--- config.mk ---
export PLATFORM = sky130hd
export DESIGN_NAME = procyon_sync_fifo_mp
export DESIGN_NICKNAME = d
export VERILOG_FILES = /design/src/rtl/procyon_lib_pkg.sv /design/src/rtl/procyon_sync_fifo_mp_rdmux.sv /design/src/rtl/procyon_sync_fifo_mp.sv
export SDC_FILE = /design/constraint.sdc
export NUM_CORES = 1
export LEC_CHECK = 0
export BUFFER_PORTS_ARGS = -buffer_cell sky130_fd_sc_hd__buf_2
export CORE_MARGIN = 3
export CORE_UTILIZATION = 35
export DETAILED_ROUTE_END_ITERATION = 6
export GPL_TIMING_DRIVEN = 0
export HOLD_SLACK_MARGIN = 0.1
export PLACE_DENSITY = 0.53
export SETUP_SLACK_MARGIN = 0.05
export SKIP_CTS_REPAIR_TIMING = 1
export SYNTH_ARGS = -nofsm -noshare
export SYNTH_HDL_FRONTEND = slang
export SYNTH_SLANG_ARGS = --single-unit
--- constraint.sdc ---
create_clock -name clk -period 5.02 [get_ports clk]
set_clock_uncertainty 0.2 [all_clocks]
set_input_delay 0 -clock clk [delete_from_list [all_inputs] [get_ports clk]]
set_output_delay 0 -clock clk [all_outputs]
set_load 0.05 [all_outputs]
--- src/rtl/procyon_lib_pkg.sv ---
// Shared helpers for procyon queue structures: index widths and elaboration-time parameter checks.
package procyon_lib_pkg;

    function automatic int unsigned procyon_fifo_idx_w(input int unsigned depth);
        return $clog2(depth);
    endfunction

    function automatic bit procyon_is_pow2(input int unsigned depth);
        return (depth != 0) && ((depth & (depth - 1)) == 0);
    endfunction

    // Legal multi-port FIFO geometry: power-of-2 depth holding at least two full port groups.
    function automatic bit procyon_fifo_params_ok(input int unsigned depth, input int unsigned ports);
        return procyon_is_pow2(depth) && (ports >= 1) && (depth >= 2 * ports);
    endfunction

endpackage

--- src/rtl/procyon_sync_fifo_mp_rdmux.sv ---
// Rotates the flattened storage array so output lane i carries entry (base+i) mod DEPTH.
module procyon_sync_fifo_mp_rdmux
    import procyon_lib_pkg::*;
#(
    parameter  int unsigned OPTN_DATA_WIDTH = 8,
    parameter  int unsigned OPTN_FIFO_DEPTH = 8,
    parameter  int unsigned OPTN_PORTS      = 2,
    localparam int unsigned IDX_W           = procyon_fifo_idx_w(OPTN_FIFO_DEPTH)
) (
    input  logic [OPTN_FIFO_DEPTH*OPTN_DATA_WIDTH-1:0] i_mem,
    input  logic [IDX_W-1:0]                           i_base,
    output logic [OPTN_PORTS*OPTN_DATA_WIDTH-1:0]      o_lanes
);

    logic [IDX_W-1:0] idx;

    // Power-of-2 depth lets the pointer add wrap for free.
    always_comb begin
        idx     = '0;
        o_lanes = '0;
        for (int unsigned i = 0; i < OPTN_PORTS; i++) begin
            idx = i_base + IDX_W'(i);
            o_lanes[i*OPTN_DATA_WIDTH +: OPTN_DATA_WIDTH] = i_mem[idx*OPTN_DATA_WIDTH +: OPTN_DATA_WIDTH];
        end
    end

endmodule

--- src/rtl/procyon_sync_fifo_mp.sv ---
// Multi-ported first-word-fall-through FIFO: up to OPTN_PORTS enqueues and dequeues per cycle.
// Define PROCYON_SYNC_FIFO_AF_EN to add the registered o_fifo_afull output.
module procyon_sync_fifo_mp
    import procyon_lib_pkg::*;
#(
    parameter int unsigned OPTN_DATA_WIDTH = 8,
    parameter int unsigned OPTN_FIFO_DEPTH = 8,
    parameter int unsigned OPTN_PORTS      = 2,
    parameter int unsigned OPTN_AF_THRESH  = 6
) (
    input  logic                                   clk,
    input  logic                                   n_rst,
    input  logic                                   i_flush,
    input  logic [$clog2(OPTN_PORTS+1)-1:0]        i_enq_cnt,
    input  logic [OPTN_PORTS*OPTN_DATA_WIDTH-1:0]  i_enq_data,
    output logic                                   o_enq_ready,
    input  logic [$clog2(OPTN_PORTS+1)-1:0]        i_deq_cnt,
    output logic [OPTN_PORTS*OPTN_DATA_WIDTH-1:0]  o_deq_data,
    output logic [OPTN_PORTS-1:0]                  o_deq_valid,
    output logic [$clog2(OPTN_FIFO_DEPTH):0]       o_fifo_count,
    output logic [$clog2(OPTN_FIFO_DEPTH):0]       o_fifo_free
`ifdef PROCYON_SYNC_FIFO_AF_EN
    ,
    output logic                                   o_fifo_afull
`endif
);

    localparam int unsigned IDX_W = procyon_fifo_idx_w(OPTN_FIFO_DEPTH);
    localparam int unsigned CNT_W = IDX_W + 1;
    localparam int unsigned DW    = OPTN_DATA_WIDTH;

    if (!procyon_fifo_params_ok(OPTN_FIFO_DEPTH, OPTN_PORTS)) begin : g_bad_geometry
        $error("procyon_sync_fifo_mp: depth must be a power of 2 and >= 2*OPTN_PORTS");
    end
    if (OPTN_AF_THRESH > OPTN_FIFO_DEPTH) begin : g_bad_thresh
        $error("procyon_sync_fifo_mp: OPTN_AF_THRESH exceeds OPTN_FIFO_DEPTH");
    end

    logic [IDX_W-1:0]         head_q, head_d;
    logic [IDX_W-1:0]         tail_q, tail_d;
    logic [CNT_W-1:0]         count_q, count_d;
    logic [CNT_W-1:0]         free_q, free_d;
    logic [CNT_W-1:0]         enq_req, deq_req;
    logic [CNT_W-1:0]         enq_acc, deq_acc;
    logic [DW-1:0]            mem_q [OPTN_FIFO_DEPTH];
    logic [OPTN_FIFO_DEPTH*DW-1:0] mem_flat;

    // Admission uses the registered free count only; slots freed this cycle are reusable next cycle.
    always_comb begin
        enq_req = CNT_W'(i_enq_cnt);
        deq_req = CNT_W'(i_deq_cnt);
        enq_acc = (enq_req <= free_q) ? enq_req : '0;
        deq_acc = (deq_req < count_q) ? deq_req : count_q;
        head_d  = head_q + IDX_W'(deq_acc);
        tail_d  = tail_q + IDX_W'(enq_acc);
        count_d = count_q + enq_acc - deq_acc;
        free_d  = CNT_W'(OPTN_FIFO_DEPTH) - count_d;
        if (i_flush) begin
            enq_acc = '0;
            deq_acc = '0;
            head_d  = '0;
            tail_d  = '0;
            count_d = '0;
            free_d  = CNT_W'(OPTN_FIFO_DEPTH);
        end
    end

    always_ff @(posedge clk or negedge n_rst) begin
        if (!n_rst) begin
            head_q  <= '0;
            tail_q  <= '0;
            count_q <= '0;
            free_q  <= CNT_W'(OPTN_FIFO_DEPTH);
        end else begin
            head_q  <= head_d;
            tail_q  <= tail_d;
            count_q <= count_d;
            free_q  <= free_d;
        end
    end

    // Storage is intentionally not reset; validity comes from count_q.
    always_ff @(posedge clk) begin
        for (int unsigned k = 0; k < OPTN_PORTS; k++) begin
            if (CNT_W'(k) < enq_acc) begin
                mem_q[tail_q + IDX_W'(k)] <= i_enq_data[k*DW +: DW];
            end
        end
    end

    always_comb begin
        mem_flat = '0;
        for (int unsigned j = 0; j < OPTN_FIFO_DEPTH; j++) begin
            mem_flat[j*DW +: DW] = mem_q[j];
        end
    end

    procyon_sync_fifo_mp_rdmux #(
        .OPTN_DATA_WIDTH (OPTN_DATA_WIDTH),
        .OPTN_FIFO_DEPTH (OPTN_FIFO_DEPTH),
        .OPTN_PORTS      (OPTN_PORTS)
    ) u_rdmux (
        .i_mem   (mem_flat),
        .i_base  (head_q),
        .o_lanes (o_deq_data)
    );

    always_comb begin
        o_deq_valid = '0;
        for (int unsigned i = 0; i < OPTN_PORTS; i++) begin
            o_deq_valid[i] = (count_q > CNT_W'(i));
        end
    end

    assign o_enq_ready  = (enq_req <= free_q);
    assign o_fifo_count = count_q;
    assign o_fifo_free  = free_q;

`ifdef PROCYON_SYNC_FIFO_AF_EN
    logic afull_q;

    // Tracks count_d so the flag changes in the same cycle as o_fifo_count.
    always_ff @(posedge clk or negedge n_rst) begin
        if (!n_rst) begin
            afull_q <= 1'b0;
        end else begin
            afull_q <= i_flush ? 1'b0 : (count_d >= CNT_W'(OPTN_AF_THRESH));
        end
    end

    assign o_fifo_afull = afull_q;
`endif

endmodule
**Yosys cells after proc, flatten, opt, wreduce, memory -nomap -nowiden**

Memory sizes are Yosys's and may differ from the RTL's.
Cells that the tools add are included.

- Memories: 1
- Input bits: 23
- Register bits after elaboration: 14
- Bits in writable memories: 64
- Output and inout bits: 27

Memory list:

| name | depth | width | rd ports | clocked after memory_dff | write ports | RTL line | text |
|---|---|---|---|---|---|---|---|
| mem_q | 8 | 8 | 8 | 0 | 2 | procyon_sync_fifo_mp.sv:45 | `logic [DW-1:0] mem_q [OPTN_FIFO_DEPTH];` |

- Add/sub/neg operators: 7
- Multiplexer cells: 11
- Magnitude comparators: 6
- Shifts and indexed selects: 2

Operators with widths:

| operator | count |
|---|---|
| $shiftx 64x7->8 | 2 |
| $mux 4 | 3 |
| $gt 4x1->1 const B | 2 |
| $lt 1x4->1 const A | 2 |
| $add 3x1->3 const B | 2 |
| $mux 3 | 2 |
| $add 4x2->4 | 1 |
| $le 2x4->1 | 1 |
| $lt 2x4->1 | 1 |
| $mux 1 | 4 |
| $mux 2 | 2 |
| $sub 4x4->4 | 1 |
| $sub 4x4->4 const A | 1 |
| $add 3x2->3 | 1 |
| $add 3x3->3 | 1 |

**Depth between registers and ports, before layout**

- Depth after elaboration: 6
- Depth in mapped cells: 14
- Gate-level depth less buffers: 13

**Cells and area by module**

From an unflattened synthesis, not the netlist that was laid out.

- Cells, all modules: 348
- Area, all modules: 4927.2 um^2

Modules (own cells, without submodules):

| module | cells each | times used | area each (um^2) |
|---|---|---|---|
| procyon_sync_fifo_mp | 273 | 1 | 3846.2 |
| procyon_sync_fifo_mp_rdmux | 75 | 1 | 1081.0 |

**Least setup slack after synthesis**

No wires, ideal clock.

- Path type: flip-flop to flip-flop
- Start point: reg free_q[0], in the netlist o_fifo_free[0]
- End point: reg free_q[2], in the netlist o_fifo_free[2]
- Required time: 4.688 ns
- Buffers on the path: 1
- Arrival time: 3.173 ns
- Cell stages (with the launch flop): 14
- Setup slack: 1.515 ns
- Cell sequence: dfrtp_1 ha_1 a211oi_1 o21a_1 buf_6 inv_2 nand2_1 inv_1 ha_1 inv_1 fa_1 ha_1 xnor2_1 nor2_1

- Cells in the longest elaborated chain, start to end: 6

Ends and longest elaborated chain:

| what | RTL line | text |
|---|---|---|
| start, declared | procyon_sync_fifo_mp.sv:42 | `logic [CNT_W-1:0] free_q, free_d;` |
| start signal, assigned | procyon_sync_fifo_mp.sv:73 | `free_q <= CNT_W'(OPTN_FIFO_DEPTH);` |
| start signal, assigned | procyon_sync_fifo_mp.sv:78 | `free_q <= free_d;` |
| $le 2x4->1 | n/a |  |
| named net o_enq_ready | procyon_sync_fifo_mp.sv:16 | `output logic o_enq_ready,` |
| $mux 2 | procyon_sync_fifo_mp.sv:52 | `enq_acc = (enq_req <= free_q) ? enq_req : '0;` |
| $add 4x2->4 | procyon_sync_fifo_mp.sv:56 | `count_d = count_q + enq_acc - deq_acc;` |
| $sub 4x4->4 | procyon_sync_fifo_mp.sv:56 |  |
| $sub 4x4->4 | procyon_sync_fifo_mp.sv:57 | `free_d = CNT_W'(OPTN_FIFO_DEPTH) - count_d;` |
| $mux 4 | procyon_sync_fifo_mp.sv:58 | `if (i_flush) begin` |
| named net free_d[2] | procyon_sync_fifo_mp.sv:42 |  |

The timed path passes the listed nets, and every way through them passes these cells.

**Final worst setup path**

- Start point: reg free_q[0], in the netlist o_fifo_free[0]
- End point: reg free_q[3], in the netlist o_fifo_free[3]

- Cells in the longest elaborated chain, start to end: 6

Ends and longest elaborated chain:

| what | RTL line |
|---|---|
| $le 2x4->1 | procyon_sync_fifo_mp.sv:52 |
| $mux 2 | procyon_sync_fifo_mp.sv:52 |
| $add 4x2->4 | procyon_sync_fifo_mp.sv:56 |
| $sub 4x4->4 | procyon_sync_fifo_mp.sv:56 |
| $sub 4x4->4 | procyon_sync_fifo_mp.sv:57 |
| $mux 4 | procyon_sync_fifo_mp.sv:58 |
| named net free_d[3] | procyon_sync_fifo_mp.sv:42 |

The timed path passes the listed nets, and every way through them passes these cells.

==> flow_summary.toml <==
[clocking]
clk_root_buffer_cell = "clkbuf_16"
cts_buffers = 9
clkTransAtPathRegs_ps = 60
cts_tree = "yes"
clock_sinks = 77
clockBufferDepth = 2
htreeDepth = 3
clk_latency_ps = 340

[final_layout]
syn2layout_area_growth_pct = 21.4
fin_area_mm2 = 0.00596
layout_common_cells = "79 x mux2_2, 64 x edfxtp_1, 51 x buf_2"
final_common_cell = "mux2_2"
drive_gt1_share_pct = 46.1
num_antenna_cells = 0
fin_nets = 462

[timing]
rsz0062_at_grt = "no"
period_share_pct = 67.0
slew_headroom_pct = 11.7
finalSetupTns_ps = 0
fmax_mhz = 298
drv_slew = 0
period_needed_ps = 3360
setup_viol = 0
hold_viol = 0
worstMarginPinSlew_ps = 1320
fin_ws_ps = 1660

[route]
drc = 0
vias = 3196
routedWlPerCell_um = 21.2
drt_iter0_markers = 214
viasPerCell = 5.30
routed_wl_um = 12800
drtPass1Iterations = 4
drtAntennaViolNets = 0

[pwr]
leakage_nw = 2.20
finalPower_w = 0.00348
ir_drop_v = 0.000181
powerDensity_mw_per_mm2 = 584

[synthesis]
syn_nets = 371
synth_cell_types = 46
synth_seq_area_share_pct = 45.8
ys_ff_latch = 77
synth_edf_count = 64
syn_area_per_cell_um2 = 14.8
ys_async_sr_fraction_pct = 16.9
syn-cell-area_mm2 = 0.00491
ys_warn_count = 0
synth_ff_type = "edfxtp_1"
syn_inst = 331

[placement]
placed_area_mm2 = 0.00537
gp_congestion = 0.816
dp.final_hpwl_um = 8160
numPortBuffers = 48
post-place-ws_ps = 1660

[floorplan]
start_util_pct = 36.4
placement_rows = 42
dieArea_mm2 = 0.0155
core-area_mm2 = 0.0135
num_io_pins = 50
die_h_um = 124
die_x_um = 124

[run_status]
status = "complete, no violations"

[critical_path]
critPathLaunchType = "flop"
worstPathArrival_ps = 3420
cp.required_ps = 5080
r2r_setup_slack_ps = 1660
end_kind = "flop"
crit_end = "o_fifo_free[3]$_DFF_PN1_"
r2r_start = "o_fifo_free[0]$_DFF_PN0_"
r2r_end = "o_fifo_free[3]$_DFF_PN1_"
cp_max_fo = 8
worstSetupStartpoint = "o_fifo_free[0]$_DFF_PN0_"
r2r_cells = 13
crit_type = "reg -> reg"

[run]
max_cap_viol_count = 0

[grt]
antenna_found_initial = 0
grt_overflow = 0
grt_pass1_wl_um = 19000
grt_use_total_pct = 16.4
grt_pass1_vias = 3106
grt_max_degree = 14

[hold_path]
hold_class = "in -> reg"
synth_stat cells (2+ instances only):
| master | n | area, um^2 |
|---|---|---|
| ha_1 | 14 | 175 |
| nand3b_1 | 3 | 22.5 |
| nand2b_1 | 2 | 12.5 |
| fa_1 | 3 | 60.1 |
| xor2_1 | 4 | 35.0 |
| nor2b_1 | 3 | 18.8 |
| nand3_1 | 8 | 40.0 |
| a31oi_1 | 2 | 12.5 |
| a21oi_1 | 13 | 65.1 |
| o21ai_0 | 2 | 10.0 |
| inv_1 | 14 | 52.6 |
| buf_6 | 7 | 78.8 |
| mux4_1 | 5 | 131 |
| mux2_2 | 79 | 890 |
| nand2_2 | 3 | 18.8 |
| mux2i_1 | 2 | 20.0 |
| nor2_1 | 16 | 60.1 |
| nand2_1 | 6 | 22.5 |
| mux4_2 | 27 | 608 |
| or4_1 | 2 | 15.0 |
| dfrtp_1 | 12 | 300 |
| or3_1 | 2 | 12.5 |
| xnor2_1 | 5 | 43.8 |
| edfxtp_1 | 64 | 1920 |
| buf_4 | 4 | 30.0 |
| nor3_1 | 2 | 10.0 |
| nor2_4 | 4 | 45.0 |
| a21o_1 | 2 | 15.0 |
| clkbuf_1 | 2 | 7.51 |
| buf_2 | 3 | 15.0 |
cell type report:
cell class                      instances  area (um^2)
Buffer                                 17          136
Clock buffer                           10          229
Clock inverter                          6         40.0
Fill cell                            1264         7540
Inverter                               15         56.3
Multi-Input combinational cell        222         2470
Sequential cell                        77         2250
Tap cell                              176          220
Timing Repair Buffer                   80          561
metal layers:
| metal | global-route usage [%] | vias up | wire [um] |
|---|---|---|---|
| li1 | - | 1475 | - |
| met1 | 24.0 | 1634 | 5870 |
| met2 | 24.9 | 77 | 6200 |
| met3 | 3.09 | 10 | 532 |
| met4 | 4.58 | 0 | 153 |
| met5 | 0 | - | 0 |
logic make-up after synthesis:
family	after synthesis	synth area share (%)
DFF	77	45.8
buffers and inverters	32	3.92
adders and majority gates	17	4.79
muxes	114	33.8
AOI/OAI and AO/OA	22	2.55
xor gates and xnor gates	10	1.94
and+or+nand+nor	59	7.21
worst min path at each step:
stage,from,to,cells after the start
finish,i_flush,o_fifo_free[1]$_DFF_PN0_,3
global route,i_flush,o_fifo_free[1]$_DFF_PN0_,3
CTS,n_rst,o_fifo_count[2]$_DFF_PN0_,1
detailed placement,n_rst,o_fifo_count[2]$_DFF_PN0_,1
global placement,n_rst,o_fifo_count[2]$_DFF_PN0_,1
floorplan,n_rst,head_q[0]$_DFF_PN0_,0
flip-flops by register name, summed over array words and instances (netlist names):
name / count
mem_q: 64
tail_q: 3
o_fifo_count: 3
head_q: 3
o_fifo_free: 4
per-stage QoR:
stage | util [%] | std cells | hold WS (ps)
global route | 44.1 | 603 | 258
floorplan | - | 331 | -496
global placement | 39.8 | 555 | -287
finish | 44.1 | 603 | 236
CTS | 41.8 | 571 | -648
detailed placement | 39.8 | 555 | -279
report_power, final:
group	internal, W	total [W]	switching [W]
clock network	0.000334	0.000596	0.000262
logic	0.000761	0.00201	0.00125
registers	0.000815	0.000872	0.0000575
critical path, cell delays in order (launching register included):
cell and delay, ps:
dfrtp_1 480, ha_1 310, a211oi_1 240, o21a_1 170
buf_6 160, inv_2 100, nand2_1 120, inv_1 60
ha_1 290, inv_1 60, fa_1 420, xor2_1 350
and4b_1 240, mux2i_1 80
Power figures use the tool's default switching activity.
